**src/rtl/regfile_wb_arbiter.sv**
```systemverilog
// Shares the single register-file write port between the ALU and load result paths via round-robin.
// Latency: accept at edge E0, wb_we/wb_rd/wb_data registered at E1 (2 edges accept-to-regfile-write).
// Backpressure: per-port ready is low only while that port's buffer is full and loses arbitration.
module regfile_wb_arbiter #(
  parameter int DATA_W = 64,
  parameter int CNT_W  = 16
) (
  input  logic              clk,
  input  logic              reset,
  input  logic              alu_valid,
  input  logic [4:0]        alu_rd,
  input  logic [DATA_W-1:0] alu_data,
  output logic              alu_ready,
  input  logic              mem_valid,
  input  logic [4:0]        mem_rd,
  input  logic [DATA_W-1:0] mem_data,
  output logic              mem_ready,
  output logic              wb_we,
  output logic [4:0]        wb_rd,
  output logic [DATA_W-1:0] wb_data,
  output logic [31:0]       pending,
  output logic [CNT_W-1:0]  conflict_cnt
);

  typedef struct packed {
    logic [4:0]        rd;
    logic [DATA_W-1:0] data;
  } wb_entry_t;

  // Which port won the most recent grant; the other one wins the next tie.
  typedef enum logic {
    SEL_ALU = 1'b0,
    SEL_MEM = 1'b1
  } sel_e;

  logic      alu_full, mem_full;
  wb_entry_t alu_buf, mem_buf;
  sel_e      last_grant;
  logic      grant_alu, grant_mem;
  logic      alu_acc, mem_acc;

  // Round-robin grant from registered state; a port being drained may refill in the same cycle.
  always_comb begin
    grant_alu = 1'b0;
    grant_mem = 1'b0;
    if (alu_full && mem_full) begin
      grant_alu = (last_grant == SEL_MEM);
      grant_mem = (last_grant == SEL_ALU);
    end else begin
      grant_alu = alu_full;
      grant_mem = mem_full;
    end
    alu_ready = !alu_full || grant_alu;
    mem_ready = !mem_full || grant_mem;
    alu_acc   = alu_valid && alu_ready;
    mem_acc   = mem_valid && mem_ready;
  end

  // Destinations with a write still in flight; x0 never shows as pending.
  always_comb begin
    pending = '0;
    if (alu_full && alu_buf.rd != 5'd0) pending[alu_buf.rd] = 1'b1;
    if (mem_full && mem_buf.rd != 5'd0) pending[mem_buf.rd] = 1'b1;
    if (wb_we) pending[wb_rd] = 1'b1;
  end

  // One-entry holding buffers: fill on handshake, clear on grant unless refilled on the same edge.
  always_ff @(posedge clk) begin
    if (reset) begin
      alu_full <= 1'b0;
      mem_full <= 1'b0;
      alu_buf  <= '0;
      mem_buf  <= '0;
    end else begin
      alu_full <= alu_acc || (alu_full && !grant_alu);
      mem_full <= mem_acc || (mem_full && !grant_mem);
      if (alu_acc) alu_buf <= '{rd: alu_rd, data: alu_data};
      if (mem_acc) mem_buf <= '{rd: mem_rd, data: mem_data};
    end
  end

  // Write-port stage: register the granted entry; without a grant only the enable drops.
  always_ff @(posedge clk) begin
    if (reset) begin
      wb_we      <= 1'b0;
      wb_rd      <= '0;
      wb_data    <= '0;
      last_grant <= SEL_MEM;
    end else if (grant_alu) begin
      wb_we      <= (alu_buf.rd != 5'd0);
      wb_rd      <= alu_buf.rd;
      wb_data    <= alu_buf.data;
      last_grant <= SEL_ALU;
    end else if (grant_mem) begin
      wb_we      <= (mem_buf.rd != 5'd0);
      wb_rd      <= mem_buf.rd;
      wb_data    <= mem_buf.data;
      last_grant <= SEL_MEM;
    end else begin
      wb_we      <= 1'b0;
    end
  end

  // Saturating count of cycles where both buffers hold an entry.
  always_ff @(posedge clk) begin
    if (reset) begin
      conflict_cnt <= '0;
    end else if (alu_full && mem_full && conflict_cnt != {CNT_W{1'b1}}) begin
      conflict_cnt <= conflict_cnt + CNT_W'(1);
    end
  end

endmodule

```
**config.mk**
```make
export PLATFORM = sky130hd
export DESIGN_NAME = regfile_wb_arbiter
export DESIGN_NICKNAME = d
export VERILOG_FILES = /design/src/rtl/regfile_wb_arbiter.sv
export SDC_FILE = /design/constraint.sdc
export NUM_CORES = 1
export LEC_CHECK = 0
export ABC_AREA = 1
export CAP_MARGIN = 20
export CORE_ASPECT_RATIO = 0.8
export CORE_MARGIN = 2
export CORE_UTILIZATION = 52
export CTS_CLUSTER_DIAMETER = 120
export DETAILED_ROUTE_END_ITERATION = 10
export GPL_TIMING_DRIVEN = 0
export MAX_ROUTING_LAYER = met4
export PLACE_DENSITY_LB_ADDON = 0.1
export REMOVE_ABC_BUFFERS = 1
export SLEW_MARGIN = 20
export SYNTH_ARGS = -nofsm -noshare
export SYNTH_HDL_FRONTEND = slang
export SYNTH_SLANG_ARGS = --single-unit
```
**constraint.sdc**
```tcl
create_clock -name clk -period 4.7 [get_ports clk]
set_input_delay 1.175 -clock clk [delete_from_list [all_inputs] [get_ports clk]]
set_output_delay 1.175 -clock clk [all_outputs]
set_load 0.05 [all_outputs]
```
Word-level counts from Yosys, hierarchy flattened:

Index checks and enable logic that the tools add are counted.

* bits in registers: 227
* latch bits: 0
* bits in writable memories: 0
* ROM bits: 0
* input port bits: 142
* memories: 0

* add/sub/neg operators: 1
* $mul: 0
* divide/modulo/power cells: 0
* magnitude comparators: 6
* equal/unequal tests: 1
* shift-type cells: 0
* multiplexer cells: 19
* bitwise operators: 3
* reduce and logical (&&, ||, !) cells: 22

Operator list (number)
* $mux W64: 2
* $mux W32: 3
* $or A32 B32 Y32: 2
* $lt A5 B6 Y1 const B: 3
* $add A16 B1 Y16 const B: 1
* $ne A16 B16 Y1 const B: 1
* $demux W1 S5: 3
* $ge A5 B1 Y1 const B: 3
* $logic_and A1 B1 Y1: 11
* $mux W5: 2
* $reduce_bool A5 Y1: 2
* $mux W1: 9
* $logic_not A1 Y1: 4
* $logic_or A1 B1 Y1: 4
* $reduce_bool A2 Y1: 1
* $not A1 Y1: 1

Depth between registers and ports, before layout:

* word-level depth: 9
* depth in mapped cells: 9

Least setup slack after synthesis:

No wires, ideal clock.

* path kind: register to output
* from: register mem_full
* to: output port pending[13]
* arrival time: 2548 ps
* required time: 3525 ps
* setup slack: 977 ps
* stages on the path, launching flop included: 4
* cell sequence: dfxtp_1 buf_2 nand4_1 o311ai_0

* cells in the longest elaborated chain, start to end: 4

RTL lines
* start: declaration: line 36 `logic alu_full, mem_full;`
* start signal: assignment: line 76 `mem_full <= mem_acc || (mem_full && !grant_mem);`
* $logic_and A1 B1 Y1 (*): line 63 `if (mem_full && mem_buf.rd != 5'd0) pending[mem_buf.rd] = 1'b1;`
* $mux W32 (*): line 63
* $or A32 B32 Y32 (no source line)
* $mux W32 (*): line 64 `if (wb_we) pending[wb_rd] = 1'b1;`
* end: declaration: line 21 `output logic [31:0] pending,`

Mark *: on every way between the ends. The rest lies on a longest branch, timed or not.

Final worst setup path:

* from: register alu_full
* to: output port pending[13]

* cells in the longest elaborated chain, start to end: 6

RTL lines
* start: declaration: line 36
* start signal: assignment: line 75 `alu_full <= alu_acc || (alu_full && !grant_alu);`
* $logic_and A1 B1 Y1 (*): line 62 `if (alu_full && alu_buf.rd != 5'd0) pending[alu_buf.rd] = 1'b1;`
* $mux W32 (*): line 62
* $or A32 B32 Y32 (no source line)
* $mux W32 (*): line 63
* $or A32 B32 Y32 (no source line)
* $mux W32 (*): line 64

Marked as above.

==> flow_summary_export.csv <==
group,metric,value,unit
outcome,outcome,"finished clean",
power,total_leakage_power,4.99,nW
clock_tree,clk_latency,0.51,ns
setup_path,critical_path_arrival,3.18,ns
timing,slew_viol_final,0,
timing,timing.final.crit_share,92.7,%
timing,rsz0062_at_grt,"no",
clock_tree,clkSinkCount,227,
finish,fill_cells,1480,
logic_synthesis,synthCells,1284,
setup_path,worst_path_max_delay_cell,"clkdlybuf4s50_1",
die,initial_core_util,52.6,%
route,dr.pass1.iters,7,
timing,max_slew_margin,30.7,%
setup_path,criticalPathCategory,"reg -> out",
finish,area_delta_synth_final,37.9,%
grt,grt_pass1_wl,46.4,mm
route,drc,0,
logic_synthesis,yosysWarnings,0,
die,fp.dieW,155,um
clock_tree,htreeDepth,1,
clock_tree,cts.clk_slew.worst_paths,0.07,ns
route,drt_wl_total,28.5,mm
clock_tree,root_buffer,"clkbuf_16",
place,port_buffers,261,
place,placed_area,0.0123,sq mm
finish,drive_above_1_share,3.96,%
logic_synthesis,async_flop_share,0,%
die,die_height,125,um
timing,setup_viol,0,
route,vias,9486,
hold_path,hp-class,"reg -> reg",
route,drt_iter0_drc,759,
finish,nNetsFinal,1642,
finish,mostFrequentLayoutCells,"clkdlybuf4s50_1, dfxtp_1, nor2_1, a21oi_1, inv_1",
timing,tightest_slew,1.04,ns
route,drtAntennaViolNets,0,
power,ir_drop,0.270,mV
logic_synthesis,yosysUniqueCellTypes,31,
die,rows,44,
grt,gr-total-overflow,0,
setup_path,path_cells,"inv_2 > nor3_2 > nand2_1 > o311ai_0 > clkdlybuf4s50_1",
grt,grt_pass1_vias,9172,
grt,grt_max_degree,92,
route,vias_per_cell,5.44,
setup_path,startpoint_type,"register",
place,place_congestion,0.866,
logic_synthesis,syn_area_per_cell,7.35,sq um
logic_synthesis,syn_area,0.00944,sq mm
finish,fin_area,0.0130,sq mm
clock_tree,cts_buffers,23,
die,core_area,0.0179,sq mm
setup_path,cpPeakStageDelay,0.93,ns
logic_synthesis,synth_edf_count,0,
clock_tree,clk_path_buf_depth,3,
die,die-area,0.0193,sq mm
finish,fin_util,72.5,%
clock_tree,post_cts_buffers,0,
logic_synthesis,yosysTopAreaCell,"dfxtp_1",
finish,regArea,0.00455,sq mm
grt,antenna_found_initial,1,
power,p_total,0.00466,W
grt,globalRouteTotalUtil,30.2,%
clock_tree,cts_tree,"done",
route,wire_per_inst,16.3,um
finish,multi_input_area,0.00402,sq mm
timing,max_freq,230,MHz
logic_synthesis,yosys_most_used_dff,"dfxtp_1",
setup_path,worstPathRequired,3.52,ns
die,io_pins,262,
flow_run,cap_violations,0,
place,dp_hpwl,18.7,mm
logic_synthesis,synth_top_area_share,48.2,%
power,pwr_density_cell,358,mW/mm^2
setup_path,cp_max_fo,55,
logic_synthesis,ys_seq_elements,227,
finish,final_common_cell,"clkdlybuf4s50_1",
timing,hold_viol,0,
logic_synthesis,yosysSeqAreaShare,48.2,%
timing,skew,0.00926,ns
timing,period_minus_slack,4.35,ns
logic_synthesis,yosys-top-cells-area,"dfxtp_1, a21oi_1, nor2_1, o21ai_1, inv_1",
setup_path,endpoint_kind,"output port",
area by class of cell:
| class | instances | area share [%] |
|---|---|---|
| well taps | 230 | 2.21 |
| clock inverters | 5 | 0.461 |
| inverters | 132 | 3.86 |
| multi-input cells | 840 | 30.9 |
| repair buffers | 275 | 22.5 |
| flip-flops and latches | 227 | 34.9 |
| clock buffers | 35 | 5.08 |
| diodes | 1 | 0.0192 |
sequential cells by signal (all words and copies together) (netlist names):
register	count
alu_buf	69
conflict_cnt	16
last_grant	1
wb_data	64
wb_we	1
mem_full	1
alu_full	1
mem_buf	69
wb_rd	5
through the flow:
step	setup WS [ns]	hold WS, ns	setup TNS (ns)	cells
global route	0.235	0.467	0	1745
floorplan	-0.677	0.427	-40.10	1199
finish	0.345	0.446	0	1745
CTS	0.100	0.448	0	1744
detailed placement	0.635	0.439	0	1704
global placement	-5.12	0.434	-730.48	1690
report_power, final:
part | total (W) | internal (W) | switching, W
Combinational | 0.000770 | 0.000309 | 0.000461
Clock | 0.00177 | 0.00102 | 0.000746
Sequential | 0.00212 | 0.00205 | 0.0000713
final timing paths:
path                            startpoint                  endpoint  slack (ns)  cells after the start
setup / recovery       alu_full$_SDFF_PP0_               pending[13]        0.35                      5
hold / removal    mem_buf[31]$_SDFFE_PP0P_  mem_buf[31]$_SDFFE_PP0P_        0.45                      2
setup reg to reg       alu_full$_SDFF_PP0_   wb_data[6]$_SDFFE_PP0P_        1.51                      7
hold reg to reg   mem_buf[31]$_SDFFE_PP0P_  mem_buf[31]$_SDFFE_PP0P_        0.45                      2
Yosys cell counts (12+ instances only):
| master | count |
|---|---|
| nor2_1 | 196 |
| o21ai_1 | 100 |
| nand3_1 | 80 |
| o21ai_0 | 95 |
| o22ai_1 | 22 |
| buf_2 | 33 |
| nand2_1 | 108 |
| inv_1 | 128 |
| o211ai_1 | 12 |
| nor3_1 | 13 |
| a21oi_1 | 176 |
| dfxtp_1 | 227 |
| clkbuf_1 | 39 |
metal layers:
metal / global-route usage (%) / wire length, um
met1: 38.9 / 12500
met2: 46.7 / 12500
met5: - / 0
met4: 10.1 / 931
met3: 7.65 / 2520
logic make-up after synthesis:
logic type / synth area share, %
AO/OA/AOI/OAI: 23.6
XOR/XNOR: 0.557
adder cells (fa/ha/maj): 0.133
buffers and inverters: 9.43
flip-flops: 48.2
AND/OR/NAND/NOR: 18.2
worst max-delay path: cells and delay by family (launching register included):
kind | cells | cell delay (ns)
flip-flops | 1 | 0.83
AO/OA/AOI/OAI | 1 | 0.20
buffers and inverters | 2 | 1.08
AND/OR/NAND/NOR | 2 | 0.55
what timing repair did:
item	4_1_cts	5_1_grt
endpoints found under the setup margin	0	3
hold buffers	0	0
resized for setup	0	1
No activity file was read; power rests on OpenSTA's default activity.
